<file path="config.mk">
export PLATFORM = sky130hd
export DESIGN_NAME = sreg_sipo_rx
export DESIGN_NICKNAME = d
export VERILOG_FILES = /design/src/rtl/sreg_sipo_rx.sv
export SDC_FILE = /design/constraint.sdc
export NUM_CORES = 1
export LEC_CHECK = 0
export ABC_CLOCK_PERIOD_IN_PS = 1500
export CAP_MARGIN = 20
export CORE_MARGIN = 3
export CORE_UTILIZATION = 30
export CTS_BUF_LIST = sky130_fd_sc_hd__clkbuf_2
export DETAILED_ROUTE_END_ITERATION = 10
export SYNTH_ARGS = -nofsm -noshare
export SYNTH_HDL_FRONTEND = slang
export SYNTH_SLANG_ARGS = --single-unit
</file>
<file path="constraint.sdc">
create_clock -name sys_clk -period 1.5 [get_ports sys_clk]
set_input_delay 0.15 -clock sys_clk [delete_from_list [all_inputs] [get_ports sys_clk]]
set_output_delay 0.15 -clock sys_clk [all_outputs]
set_load 0.02 [all_outputs]
</file>
<file path="src/rtl/sreg_sipo_rx.sv">
// ============================================================================
// sreg_sipo_rx : serial-in / parallel-out receiver with one-word holding
//                register on a valid/ready output port.
// Revision 1.0
// ============================================================================
`default_nettype none

module sreg_sipo_rx #(
  parameter int N         = 8,
  parameter bit MSB_FIRST = 1'b1
) (
  input  logic         sys_clk,
  input  logic         sys_rst,
  input  logic         sin,
  input  logic         sin_valid,
  input  logic         sof,
  output logic [N-1:0] dout,
  output logic         dout_valid,
  input  logic         dout_ready,
  output logic         busy,
  output logic         overrun,
  output logic         frame_err
);

  localparam int            CW   = $clog2(N);
  localparam logic [CW-1:0] LAST = CW'(N - 1);

  typedef enum logic [0:0] {IDLE = 1'b0, SHIFT = 1'b1} state_t;

  state_t        state;
  logic [CW-1:0] count;
  logic [N-1:0]  sr;
  logic [N-1:0]  shifted;

  generate
    if (MSB_FIRST) begin : g_msb_first
      assign shifted = {sr[N-2:0], sin};
    end else begin : g_lsb_first
      assign shifted = {sin, sr[N-1:1]};
    end
  endgenerate

  assign busy = (state == SHIFT);

  always_ff @(posedge sys_clk) begin
    if (sys_rst) begin
      state      <= IDLE;
      count      <= '0;
      sr         <= '0;
      dout       <= '0;
      dout_valid <= 1'b0;
      overrun    <= 1'b0;
      frame_err  <= 1'b0;
    end else begin
      overrun   <= 1'b0;
      frame_err <= 1'b0;
      // Consume first; a word completing this same edge re-asserts valid below.
      if (dout_valid && dout_ready) begin
        dout_valid <= 1'b0;
      end
      if (sin_valid) begin
        sr <= shifted;
        if (sof) begin
          count <= CW'(1);
          state <= SHIFT;
          if (count != '0) begin
            frame_err <= 1'b1;
          end
        end else if (count == LAST) begin
          count <= '0;
          state <= IDLE;
          if (!dout_valid || dout_ready) begin
            dout       <= shifted;
            dout_valid <= 1'b1;
          end else begin
            overrun <= 1'b1;
          end
        end else begin
          count <= count + CW'(1);
          state <= SHIFT;
        end
      end
    end
  end

endmodule

`default_nettype wire

</file>
==> summary.md <==
| Metric | Value |
|---|---|
| Number of antenna-violating nets in the routed design | `0` |
| Clock Skew | `0.01266 ns` |
| Largest driver fanout on the critical path | `2` |
| Slowest stage cell, crit path | `sky130_fd_sc_hd__clkdlybuf4s50_1` |
| Reg2reg path depth | `6` |
| Last element of the critical path | `dout[1]` |
| Maximum number of pins on one net before global-route repair | `31` |
| Peak ir drop on the vdd network | `294.4 µV` |
| Max-slew violation count | `0` |
| Cell count after synthesis | `91` |
| Clock insertion delay at the later pin of the skew report | `0.33 ns` |
| Vias in the first global route | `595` |
| Routed WL | `1.628 mm` |
| Worst reg-to-reg setup slack | `0.11 ns` |
| Standby leakage power | `0.6151 nW` |
| Startpoint-to-endpoint class of the critical path | `flip-flop to output port` |
| Post-synth cell types | `20` |
| Min cycle time layout | `1.440 ns` |
| Average instance area after synthesis | `10.24 µm²` |
| First-pass GRT wire length | `2.566 mm` |
| Total power density per cell area | `758.7 mW/mm²` |
| Critical Path Sink Type | `output port` |
| Seq cells post-synth | `22` |
| Unrepaired setup endpoints after global routing | `no` |
| EDFF count, synth | `0` |
| Die width | `61.74 µm` |
| Result of the run | `complete, no violations` |
| Count of endpoints failing hold in the final timing report | `0` |
| All-Layer GR Usage | `9.514%` |
| Most instantiated library cell after synthesis | `sky130_fd_sc_hd__dfxtp_1` |
| Area share of the largest cell type after synthesis | `47.25%` |
| Post-Syn Nets | `100` |
| Critical path depth in cells | `1` |
| Number of DRC violations after detailed routing | `0` |
| Clk pin slew, worst setup/hold paths | `0.18 ns` |
| Cell Rows | `19` |
| Clock tree from TritonCTS | `built` |
| Syn. warnings | `0` |
| Fmax achieved | `694.3 MHz` |
| 1st-iter DRT viols | `12` |
| Cts-stage hold buffer count | `0` |
| Input/output buffers | `17` |
| Total of endpoints with negative setup slack in the final report | `0` |
| Design Power | `0.9170 mW` |
| Max-Slew Margin vs Limit | `84.66%` |
| Vias/cell | `4.560` |
| List of cells traversed by the critical path | `clkdlybuf4s50_1` |
| HP Class | `primary input to flip-flop` |
| Initial core utilization | `32.68%` |
| Arr. time, crit path | `1.29 ns` |
| DRT Pass-1 Iters | `4` |
| Setup crit start | `dout[1]` |
| Area inside the core boundary | `0.002853 mm²` |
| Max-cap violations | `0` |
| Number of antenna violations at the first check in global routing | `0` |
| Reg-to-reg startpoint | `count[0]` |
| Critical path data required time | `1.35 ns` |
| Biggest area consumer among synthesized cells | `sky130_fd_sc_hd__dfxtp_1` |
| Most numerous cell types in the synthesized netlist | `sky130_fd_sc_hd__dfxtp_1 (22), sky130_fd_sc_hd__nand2b_1 (18), sky130_fd_sc_hd__mux2i_1 (15)` |
| Overall die area | `0.003812 mm²` |
| Antenna diode count | `0` |
| Delay of the slowest cell on the worst path | `0.60 ns` |
| Category of the worst setup path launch point | `flip-flop` |
| Post-DP HPWL | `1.088 mm` |
| Number of buffers on the longest clock path | `2` |
| Area growth syn-to-layout | `29.66%` |
| Drt wl/cell | `11.55 µm` |
| Cell Area, Synth | `932.1 µm²` |
| Routability congestion estimate from global placement | `0.6695` |
| Number of nets at the end of the flow | `120` |
| Delay-heaviest family, CP | `buffers and inverters` |
| I/O pins | `18` |
| Layout cells sized above 1 | `10.00%` |
| End of the worst register-to-register path | `dout[1]` |
| WHS | `0.4019 ns` |
| Transition time at the pin with the least slew margin | `0.2297 ns` |
| Prevailing post-synth register cell | `sky130_fd_sc_hd__dfxtp_1` |
| Count of clock tree sinks | `22` |
| Vias | `643` |
| Cell at the root of the clock tree | `sky130_fd_sc_hd__clkbuf_2` |
| Asr flop ratio synth | `0%` |
| CP Buf/Inv Count | `1` |
| Largest cells by area after synthesis | `sky130_fd_sc_hd__dfxtp_1 (47%), sky130_fd_sc_hd__mux2i_1 (16%), sky130_fd_sc_hd__nand2b_1 (12%)` |
| Register area share after synthesis | `47.25%` |
| Post-route fraction of the period consumed by the critical path | `96.02%` |
| Depth of the CTS H-tree | `1` |
| Overall die height | `61.74 µm` |
| Leftover overflow at the end of global routing | `0` |
| CTS buffer count | `3` |
| Setup TNS after final layout | `0 ns` |
-- state kept, by name, indices dropped and copies added (netlist names) --
signal / flops
dout: 8
overrun: 1
count: 3
frame_err: 1
dout_valid: 1
sr: 7
busy: 1
-- layout by cell type (no fill, tap or decap), types with 3 or more instances in the layout --
master | netlist | routed
sky130_fd_sc_hd__clkdlybuf4s50_1 | 0 | 8
sky130_fd_sc_hd__clkbuf_2 | 0 | 3
sky130_fd_sc_hd__nand2b_1 | 18 | 18
sky130_fd_sc_hd__dfxtp_1 | 22 | 21
sky130_fd_sc_hd__nor2_1 | 11 | 11
sky130_fd_sc_hd__dlymetal6s2s_1 | 0 | 9
sky130_fd_sc_hd__mux2i_1 | 15 | 15
-- stage by stage --
step	std cells	util, %	setup WS, ns	cell area [µm²]
global placement	136	39.74	0.07132	1134
detailed placement	136	39.74	0.02322	1134
finish	141	42.37	0.05975	1209
global route	141	42.37	0.002735	1209
CTS	141	41.10	0.01068	1172
floorplan	91	-	0.2309	932.1
-- how the worst min path moves through the flow --
| stage | start | end | slack, ns | cells past startpoint |
|---|---|---|---|---|
| 6_report | sin | dout[0] | 0.40 | 3 |
| 5_1_grt | sin | dout[0] | 0.39 | 3 |
| 4_1_cts | sin | dout[0] | 0.39 | 3 |
| 3_5_place_dp | dout[5] | dout[5] | 0.46 | 2 |
| 3_3_place_gp | dout[1] | dout[1] | 0.47 | 2 |
| 2_1_floorplan | sof | frame_err | 0.28 | 2 |
-- per-layer routing --
metal	routed length (µm)	part of all wire, %	up-vias	global-route usage (%)
met4	0	0	0	7.273
met5	0	0	-	0
met2	717	44	16	13.90
li1	-	-	333	-
met3	67	4.1	0	1.860
met1	844	52	294	12.26
-- report_power, final --
group | internal (mW) | switching [mW]
combinational | 0.0473 | 0.0376
sequential | 0.595 | 0.00633
clock | 0.0580 | 0.173
-- cell type report --
| type | instances | area (µm²) |
|---|---|---|
| fillers | 282 | 1644 |
| well taps | 31 | 38.79 |
| flip-flops and latches | 22 | 441.7 |
| inverters | 2 | 7.507 |
| multi-input cells | 61 | 454.2 |
| clock inverters | 1 | 3.754 |
| clock buffers | 3 | 15.01 |
| repair buffers | 21 | 247.7 |
-- kinds of logic after synthesis --
kind of cell / after synthesis / share of synthesized area, %
flops: 22 / 47.25
mux: 15 / 16.11
buf+inv: 8 / 5.369
simple gates: 38 / 24.16
compound gates: 5 / 3.088
fa+ha+maj: 3 / 4.027
-- repair_timing --
| action | in CTS | in global routing |
|---|---|---|
| pin swaps | 0 | 0 |
| gates cloned | 0 | 0 |
| endpoints found under the setup margin | 4 | 16 |
| setup buffers | 1 | 0 |
| resized for setup | 0 | 12 |
Power figures use the tool's default switching activity.
